===== src/rtl/seven_seg_scan_ctrl_pkg.sv =====
// Shared types and constants for the seven-segment scan controller.
package seven_seg_scan_ctrl_pkg;

   // Segment bus value with every segment dark (active-low a..g).
   localparam logic [6:0] SEG_OFF = 7'h7F;

   // All-ones digit-enable pattern; slice to the digit count in use.
   localparam logic [31:0] AN_OFF = 32'hFFFF_FFFF;

   // Scan sequencer states.
   typedef enum logic [1:0] {
      IDLE = 2'd0,
      SHOW = 2'd1,
      GAP  = 2'd2
   } state_t;

endpackage


===== src/rtl/seven_seg_scan_ctrl_sevenseg.sv =====
// Combinational hex-to-seven-segment decoder, active-low, seg_n[6]=a ... seg_n[0]=g.
module seven_seg_scan_ctrl_sevenseg (
   input  logic [3:0] nibble,
   output logic [6:0] seg_n
);

   // Glyph lookup for 0-9, A, b, C, d, E, F.
   always_comb begin
      seg_n = 7'h7F;
      case (nibble)
         4'h0: seg_n = 7'h01;
         4'h1: seg_n = 7'h4F;
         4'h2: seg_n = 7'h12;
         4'h3: seg_n = 7'h06;
         4'h4: seg_n = 7'h4C;
         4'h5: seg_n = 7'h24;
         4'h6: seg_n = 7'h20;
         4'h7: seg_n = 7'h0F;
         4'h8: seg_n = 7'h00;
         4'h9: seg_n = 7'h04;
         4'hA: seg_n = 7'h08;
         4'hB: seg_n = 7'h60;
         4'hC: seg_n = 7'h31;
         4'hD: seg_n = 7'h42;
         4'hE: seg_n = 7'h30;
         4'hF: seg_n = 7'h38;
         default: seg_n = 7'h7F;
      endcase
   end

endmodule


===== src/rtl/seven_seg_scan_ctrl.sv =====
// Time-multiplexed scan controller for an N-digit common-anode display.
// New contents land in a shadow register and are committed only at a frame
// wrap (or right away while idle), so a frame never mixes old and new digits.
module seven_seg_scan_ctrl
   import seven_seg_scan_ctrl_pkg::*;
#(
   parameter int NUM_DIGITS = 4,
   parameter int TICK_DIV   = 1000,
   parameter int GAP_CYC    = 16
) (
   input  logic                          clk,
   input  logic                          rst,
   input  logic                          en,
   input  logic                          wr_valid,
   output logic                          wr_ready,
   input  logic [4*NUM_DIGITS-1:0]       wr_data,
   input  logic [NUM_DIGITS-1:0]         wr_blank,
   input  logic [NUM_DIGITS-1:0]         wr_dp,
   output logic [NUM_DIGITS-1:0]         an_n,
   output logic [6:0]                    seg_n,
   output logic                          dp_n,
   output logic [$clog2(NUM_DIGITS)-1:0] cur_digit,
   output logic                          frame_start
);

   localparam int CNT_MAX = (TICK_DIV > GAP_CYC) ? TICK_DIV : GAP_CYC;
   localparam int CW      = $clog2(CNT_MAX);
   localparam int IW      = $clog2(NUM_DIGITS);

   state_t                  state, state_nx;
   logic [IW-1:0]           idx, idx_nx;
   logic [CW-1:0]           cnt, cnt_nx;
   logic                    pend, pend_nx, commit;
   logic [4*NUM_DIGITS-1:0] d_data, d_data_nx, s_data, s_data_nx;
   logic [NUM_DIGITS-1:0]   d_blank, d_blank_nx, s_blank, s_blank_nx;
   logic [NUM_DIGITS-1:0]   d_dp, d_dp_nx, s_dp, s_dp_nx;
   logic [NUM_DIGITS-1:0]   an_n_nx;
   logic [6:0]              seg_n_nx, dec_seg;
   logic                    dp_n_nx, fs_nx;
   logic [3:0]              nib [NUM_DIGITS];

   // Split the committed-or-committing display word into per-digit nibbles.
   for (genvar k = 0; k < NUM_DIGITS; k++) begin : g_nib
      assign nib[k] = d_data_nx[4*k +: 4];
   end

   // Decoder sees the digit that will be lit after this edge, so its
   // output can be registered in step with the state.
   seven_seg_scan_ctrl_sevenseg u_dec (
      .nibble (nib[idx_nx]),
      .seg_n  (dec_seg)
   );

   // Next-state, handshake/commit and registered-output computation.
   always_comb begin
      state_nx   = state;
      idx_nx     = idx;
      cnt_nx     = cnt;
      pend_nx    = pend;
      commit     = 1'b0;
      fs_nx      = 1'b0;
      s_data_nx  = s_data;
      s_blank_nx = s_blank;
      s_dp_nx    = s_dp;
      d_data_nx  = d_data;
      d_blank_nx = d_blank;
      d_dp_nx    = d_dp;

      case (state)
         IDLE: begin
            commit = pend;
            if (en) begin
               state_nx = SHOW;
               idx_nx   = '0;
               cnt_nx   = '0;
               fs_nx    = 1'b1;
            end
         end
         SHOW: begin
            if (cnt == CW'(TICK_DIV - 1)) begin
               state_nx = GAP;
               cnt_nx   = '0;
            end else begin
               cnt_nx = cnt + CW'(1);
            end
         end
         GAP: begin
            if (cnt == CW'(GAP_CYC - 1)) begin
               state_nx = SHOW;
               cnt_nx   = '0;
               if (idx == IW'(NUM_DIGITS - 1)) begin
                  idx_nx = '0;
                  fs_nx  = 1'b1;
                  commit = pend;
               end else begin
                  idx_nx = idx + IW'(1);
               end
            end else begin
               cnt_nx = cnt + CW'(1);
            end
         end
         default: state_nx = IDLE;
      endcase

      // Disable wins from any active state; a pending shadow stays put and
      // is committed once the sequencer sits in IDLE.
      if (!en && state != IDLE) begin
         state_nx = IDLE;
         idx_nx   = '0;
         cnt_nx   = '0;
         fs_nx    = 1'b0;
         commit   = 1'b0;
      end

      // Capture and commit are exclusive: capture needs pend=0, commit pend=1.
      if (wr_valid && wr_ready) begin
         s_data_nx  = wr_data;
         s_blank_nx = wr_blank;
         s_dp_nx    = wr_dp;
         pend_nx    = 1'b1;
      end
      if (commit) begin
         d_data_nx  = s_data;
         d_blank_nx = s_blank;
         d_dp_nx    = s_dp;
         pend_nx    = 1'b0;
      end

      an_n_nx  = AN_OFF[NUM_DIGITS-1:0];
      seg_n_nx = SEG_OFF;
      dp_n_nx  = 1'b1;
      if (state_nx == SHOW) begin
         dp_n_nx = ~d_dp_nx[idx_nx];
         if (!d_blank_nx[idx_nx]) begin
            an_n_nx[idx_nx] = 1'b0;
            seg_n_nx        = dec_seg;
         end
      end
   end

   // State, data and output registers; async reset forces everything dark.
   always_ff @(posedge clk or posedge rst) begin
      if (rst) begin
         state       <= IDLE;
         idx         <= '0;
         cnt         <= '0;
         pend        <= 1'b0;
         wr_ready    <= 1'b1;
         s_data      <= '0;
         s_blank     <= '0;
         s_dp        <= '0;
         d_data      <= '0;
         d_blank     <= '0;
         d_dp        <= '0;
         an_n        <= AN_OFF[NUM_DIGITS-1:0];
         seg_n       <= SEG_OFF;
         dp_n        <= 1'b1;
         cur_digit   <= '0;
         frame_start <= 1'b0;
      end else begin
         state       <= state_nx;
         idx         <= idx_nx;
         cnt         <= cnt_nx;
         pend        <= pend_nx;
         wr_ready    <= ~pend_nx;
         s_data      <= s_data_nx;
         s_blank     <= s_blank_nx;
         s_dp        <= s_dp_nx;
         d_data      <= d_data_nx;
         d_blank     <= d_blank_nx;
         d_dp        <= d_dp_nx;
         an_n        <= an_n_nx;
         seg_n       <= seg_n_nx;
         dp_n        <= dp_n_nx;
         cur_digit   <= idx_nx;
         frame_start <= fs_nx;
      end
   end

endmodule


===== config.mk =====
export PLATFORM = sky130hd
export DESIGN_NAME = seven_seg_scan_ctrl
export DESIGN_NICKNAME = d
export VERILOG_FILES = /design/src/rtl/seven_seg_scan_ctrl_pkg.sv /design/src/rtl/seven_seg_scan_ctrl_sevenseg.sv /design/src/rtl/seven_seg_scan_ctrl.sv
export SDC_FILE = /design/constraint.sdc
export NUM_CORES = 1
export LEC_CHECK = 0
export ABC_AREA = 1
export CORE_ASPECT_RATIO = 0.7
export CORE_UTILIZATION = 35
export CTS_CLUSTER_DIAMETER = 120
export DETAILED_ROUTE_END_ITERATION = 12
export GPL_TIMING_DRIVEN = 1
export HOLD_SLACK_MARGIN = 0.08
export MAX_ROUTING_LAYER = met4
export PLACE_DENSITY = 0.62
export SYNTH_ARGS = -nofsm -noshare
export SYNTH_HDL_FRONTEND = slang
export SYNTH_SLANG_ARGS = --single-unit

===== constraint.sdc =====
create_clock -name clk -period 6.5 [get_ports clk]
set_input_delay 1.3 -clock clk [delete_from_list [all_inputs] [get_ports clk]]
set_output_delay 1.3 -clock clk [all_outputs]
set_load 0.01 [all_outputs]

==> key figures, run 1 <==
Floorplanning
  • I/O pin total: 44
  • Die height: 89.37 µm
  • Core Area: about 0.010 mm²
  • Die area: 0.01133 mm²
  • Die Wd: between 100 and 150 µm
  • Cell row count: 31
  • Initial Util: between 30 and 40%

Clocking
  • CTS Hold Bufs: 0
  • Sink Count: 77
  • H-tree levels: 3
  • Clk slew on worst S/H paths: 0.06 ns
  • Clock Latency Late Sink: between 0.3 and 0.4 ns
  • Post-cts gate resize count: 0
  • CTS buffer count: 9
  • Buffer count from post-CTS setup fixing: 0
  • Clock Path Buffers: 2
  • Root Buffer: clkbuf_16
  • TritonCTS clock tree: done

Hold path
  • Worst Hold Class: reg -> reg
  • Hold Crit Endpoint: d_data[7]
  • Hold Crit Depth: 2
  • Hold Path Origin: d_data[7]

Logic synthesis
  • Synth Area in Adders: 3.934%
  • Largest family of logic cells by synthesized area: simple AND/OR/NAND/NOR gates
  • Sequential area share after synthesis: 50.92%
  • Synthesized net count: slightly above 500
  • Warnings from Yosys: 0
  • Gate count of the mapped netlist: between 400 and 500
  • Synth Area in Compound Gates: 5.180%
  • Post-Syn Area per Cell: 8.189 µm²
  • Yosys reg bits: a little under 80
  • Mux cell area share after synthesis: 0%
  • Distinct cells, synth: 30
  • Xor/xnor share of the synthesized area: less than 1%
  • Synthesized area: 0.003816 mm²
  • Simple-Gate Fraction of Synth Area: 32.26%

STA
  • Final hold violations: 0
  • Setup ws final: 2.562 ns
  • Clock skew: 0.007721 ns
  • Final setup viols: 0
  • RSZ-0062 raised after global routing: false
  • Fin crit period: 3.938 ns
  • Max Freq: around 250 MHz
  • Worst-Margin Slew: 1.030 ns
  • Setup TNS: 0 ns
  • Final Max Tran Viols: 0
  • Max_slew headroom: approximately 31%
  • Period utilization: 60.59%

Pwr
  • Leak: 0.002336 µW
  • Pwr per Cell Area: 437.3 mW/mm²
  • Max IR drop VDD: 0.1405 mV

Detailed routing
  • Drt wl/cell: 12.86 µm
  • Routed vias: ~3100
  • DR iter-0 viols: 203
  • Antenna violation net count after detailed routing: 0
  • DR pass1 iterations: 4
  • DRC: 0
  • Vias per cell: 4.708
  • Post-Route WL: 8.356 mm

Critical path
  • Worst reg2reg path depth: 17
  • RR Startpoint: state[0]
  • CP Capture Type: register
  • Worst Setup Path Type: in -> reg
  • R2r endpoint: seg_n[3]
  • Worst path required time: 6.75 ns
  • CP max stage cell: clkdlybuf4s50_1
  • CP Cell Sequence: clkdlybuf4s50_1, nor2_1, nor2_2, nand2_2, inv_1, nand2_1, nand2_1, nand2_1, nand2_1, nor2_4, inv_1, ha_1, nand2_1, nand2_1, nand2_1, nand3_1
  • CP most frequent cell: nand2_1
  • Worst setup SP type: input pin
  • R2r setup slk: about 3.3 ns
  • Crit path DAT: 4.19 ns
  • CP max FO: 29
  • Max stage delay on crit path: ~0.47 ns

Run
  • Max Cap Viol: 0

Placed design
  • DPL Wire Length: 6.022 mm
  • Post-Place Setup Slack: between 2 and 2.5 ns
  • Number of I/O port buffers: 43
  • Final GP Congestion: between 0.8 and 0.9

Final layout
  • Final nets: 553
  • Area Growth Syn to Fin: 22.33%
  • Util after Layout: 44.58%
  • Share of layout cells above drive strength 1: 13.13%
  • N_diodes: 0

Status
  • Status: finished clean

Global route
  • Pin count of the biggest net entering global routing: 78
  • Global-route wire length before repair: 14.85 mm
  • Vias in the first global route: 3070
  • GRT Total Usage: 17.35%
  • Overflow after GRT: 0
  • Initial antenna violation count: 0
worst max-delay path, delay by kind of cell:
kind / cells / cell delay, ns
adder cells (fa/ha/maj): 1 / 0.22
buffers and inverters: 3 / 0.91
AND/OR/NAND/NOR: 12 / 1.76
stage by stage:
stage	area (µm²)	total power [µW]	std cells	hold slack (ns)
5_1_grt	4668	2226	650	0.5076
6_report	4668	2041	650	0.4753
3_5_place_dp	4365	1546	634	0.4619
2_1_floorplan	3816	1328	466	0.4379
4_1_cts	4668	2062	650	0.4773
3_3_place_gp	4365	1519	634	0.4566
flip-flops by register name, indices dropped and copies added (netlist names):
| register | cells |
|---|---|
| state | 2 |
| s_dp | 4 |
| an_n | 4 |
| s_blank | 4 |
| dp_n | 1 |
| d_blank | 4 |
| idx | 2 |
| d_dp | 4 |
| frame_start | 1 |
| wr_ready | 1 |
| cnt | 10 |
| seg_n | 7 |
| s_data | 16 |
| pend | 1 |
| d_data | 16 |
power by group:
part	switching (µW)	internal, µW	total (µW)
clock	194	309	503
sequential	73.7	674	748
combinational	515	276	791
total	783	1260	2040
cell type report:
cell class                 instances  area (µm²)
timing repair buffer              44       437.9
inverter                          57       214.0
tap                              132       165.2
clock inverter                     5       60.06
multi-input combinational        324        1605
clock buffer                      11       242.7
sequential                        77        1943
fill                            1042        5804
cells in the mapped netlist, drive strengths merged:
library cell / n / area, µm²
a21oi: 3 / 15.01
and2: 1 / 6.260
buf: 4 / 38.78
clkbuf: 4 / 15.01
clkinv: 1 / 3.750
dfrtp: 64 / 1602
dfstp: 13 / 341.6
ha: 12 / 150.1
inv: 56 / 210.2
nand2: 196 / 798.3
nand3: 30 / 162.7
nand4: 6 / 52.55
nor2: 37 / 195.2
nor3: 2 / 10.01
nor4: 1 / 6.260
o2111ai: 1 / 8.760
o211ai: 2 / 15.01
o21ai: 23 / 115.1
o22ai: 7 / 43.79
xor2: 3 / 26.28
how the worst max path moves through the flow:
stage                     cells after the start  from  endpoint
after floorplan                               1   rst    cnt[0]
after global placement                       15    en  seg_n[5]
after detailed placement                     15    en  seg_n[5]
after CTS                                    16    en  seg_n[3]
after global routing                         14    en  seg_n[6]
final                                        16    en  seg_n[3]
per-layer routing:
layer | vias up | global-route usage [%] | part of all wire (%)
li1 | 1546 | - | -
met1 | 1434 | 24.03 | 53
met2 | 73 | 24.93 | 41
met3 | 7 | 4.129 | 5.3
met4 | 0 | 5.628 | 1.1
met5 | - | - | 0
kinds of logic after synthesis:
logic type,count (synthesis)
compound gates,36
buf+inv,65
fa+ha+maj,12
simple gates,273
flops,77
xor+xnor,3
placed cells by master, fill, tap and decap left out, types with 2 or more instances in the layout:
cell type	count
o22ai_1	7
nor3_1	2
inv_1	51
nand4_1	5
nand3_1	29
o21ai_0	20
dfstp_2	13
nand2_1	175
a21oi_1	3
nor2_1	26
xor2_1	3
ha_1	12
o211ai_1	2
nand2_4	2
nand2_2	19
inv_2	5
clkdlybuf4s50_1	43
nor2_4	3
o21ai_1	3
dfrtp_1	64
clkbuf_16	9
nor2_2	7
(Power assumes the default switching activity.)
==> run 2, diff against run 1 <==
- PLACE_DENSITY: 0.62 -> 0.64
- clock period: 6.5 -> 3.4 ns (I/O delays scaled with it)
==> key figures, run 2 (synthesis results as in run 1) <==
Detailed routing
  • Metal2 WL: 3.449 mm (+0.55%)
  • Drt wl/cell: 12.75 µm (-0.78%)
  • DRC: 0 (unchanged)
  • DR iter-0 viols: 176 (-13%)
  • Vias per cell: 4.603 (-2.2%)
  • Met3 WL post-DR: 576 µm (+30%)
  • Post-Route WL: 8.380 mm (+0.29%)
  • Metal-1 WL: 4.211 mm (-4.2%)
  • Antenna violation net count after detailed routing: 0 (unchanged)
  • Routed vias: 3024 (-1.2%)
  • Top Metal Used: met4
  • DR pass1 iterations: 4 (unchanged)

STA
  • RSZ-0062 raised after global routing: false
  • Final hold violations: 0 (unchanged)
  • Worst-Margin Slew: 0.8260 ns (-0.2043 ns)
  • Final Max Tran Viols: 0 (unchanged)
  • Max Freq: 348.6 MHz
  • Fin crit period: 2.869 ns
  • Period utilization: 84.38%
  • Clock skew: 0.005943 ns (-0.001779 ns)
  • Setup TNS: 0 ns (unchanged)
  • Max_slew headroom: 44.85% (+14 points)
  • Final setup viols: 0 (unchanged)

Global route
  • Overflow after GRT: 0 (unchanged)
  • GRT Total Usage: 17.03% (-0.32 points)
  • Global-route wire length before repair: 14.17 mm (-4.6%)
  • Pin count of the biggest net entering global routing: 41 (-47%)
  • Vias in the first global route: 2876 (-6.3%)
  • Initial antenna violation count: 0 (unchanged)

Clocking
  • Root Buffer: clkbuf_16
  • H-tree levels: 3 (unchanged)
  • Sink Count: 77 (unchanged)
  • Clock Path Buffers: 2 (unchanged)
  • Clk slew on worst S/H paths: 0.05 ns (about the same)
  • Buffer count from post-CTS setup fixing: 0 (unchanged)
  • CTS Hold Bufs: 0 (unchanged)
  • CTS buffer count: 9 (unchanged)
  • TritonCTS clock tree: done
  • Clock Latency Late Sink: 0.34 ns (about the same)
  • Post-cts gate resize count: 0 (unchanged)

Floorplanning
  • Die Wd: 126.8 µm (unchanged)
  • Die height: 89.37 µm (unchanged)
  • Die area: 0.01133 mm² (unchanged)
  • Core Area: 0.01047 mm² (unchanged)
  • Cell row count: 31 (unchanged)
  • I/O pin total: 44 (unchanged)
  • Initial Util: 36.44% (unchanged)

Pwr
  • Leak: 0.002374 µW (+1.6%)
  • Pwr per Cell Area: 836.2 mW/mm² (+91%)
  • Tot Pwr: 3954 µW (+94%)
  • Max IR drop VDD: 0.3185 mV (+130%)

Final layout
  • N_diodes: 0 (unchanged)
  • Share of layout cells above drive strength 1: 13.71% (+0.59 points)
  • Final nets: 560 (+1.3%)
  • Reg area: 0.001943 mm² (unchanged)
  • Most frequent cells in the layout: nand2_1 (175), dfrtp_1 (64), inv_1 (51)
  • Area Growth Syn to Fin: 23.90%
  • Finished Layout Cells: 657 (+1.1%)
  • Biggest regs: d_data x16, s_data x16, cnt x10
  • Area of the multi-input gates: 0.001605 mm² (unchanged)
  • Layout fillers: 1029 (-1.2%)
  • Most common cell after layout, fill and taps aside: nand2_1

Hold path
  • Worst Hold Class: reg -> reg

Critical path
  • Worst path required time: 3.66 ns (-3.09 ns)
  • CP max FO: 7 (-76%)
  • Worst Setup Path Type: reg -> reg
  • CP Capture Type: register
  • Crit path DAT: 3.12 ns (-1.07 ns)
  • Worst setup SP type: register

Run
  • Max Cap Viol: 0 (unchanged)

Placed design
  • Number of I/O port buffers: 43 (unchanged)
  • DPL Wire Length: 6.099 mm (+1.3%)
  • Placed Cells: 641 (+1.1%)
  • Final GP Congestion: 0.8949 (+1.8%)

Status
  • Status: finished clean
==> run 2: area by class of cell <==
class | instances | share of cell area [%]
flip-flops and latches | 77 | 41.10
multi-input cells | 324 | 33.95
repair buffers | 51 | 10.64
clock buffers | 15 | 5.663
inverters | 57 | 4.525
well taps | 132 | 3.493
clock inverters | 1 | 0.6351
==> run 2: final timing paths <==
path	startpoint	endpoint	slack [ns]	depth (start not counted)
hold reg to reg	d_dp[3]	d_dp[3]	0.48	2
setup reg to reg	state[0]	seg_n[3]	0.53	16
max in group asynchronous	rst	seg_n[3]	1.81	3
setup / recovery	state[0]	seg_n[3]	0.53	16
hold / removal	d_dp[3]	d_dp[3]	0.48	2
min in group asynchronous	rst	s_dp[3]	0.84	2
==> run 2: metal layers <==
metal	vias to the layer above	GRT usage [%]
li1	1555	-
met1	1384	23.34
met2	75	23.88
met3	10	4.847
met4	0	6.061
met5	-	-
==> run 2: report_power, final <==
| group | total, µW | internal (µW) | switching, µW | leakage, µW |
|---|---|---|---|---|
| logic | 1580 | 558 | 1020 | 0.00128 |
| clock network | 956 | 609 | 346 | 0.000144 |
| registers | 1420 | 1290 | 128 | 0.000949 |
==> run 2: stage by stage <==
stage               worst slack (ns)  hold WS, ns  util (%)  area [µm²]
floorplan                     0.7748       0.4379         -        3816
global placement              0.3818       0.4623     42.31        4431
detailed placement            0.2474       0.4639     42.31        4431
CTS                           0.5668       0.4777     45.15        4728
global route                  0.2640       0.5029     45.15        4728
finish                        0.5312       0.4767     45.15        4728
==> run 2: worst max-delay path, cell delays in order (launching register included) <==
cell	delay, ns
dfrtp_1	0.40
inv_1	0.12
ha_1	0.36
nor2_1	0.12
o21ai_0	0.25
nand3_1	0.14
nand2_1	0.18
inv_1	0.14
nor2_2	0.24
nand2_1	0.09
nand2_1	0.11
nor2_4	0.06
ha_1	0.22
inv_1	0.09
nand3_1	0.08
nand3_1	0.10
nand3_1	0.08
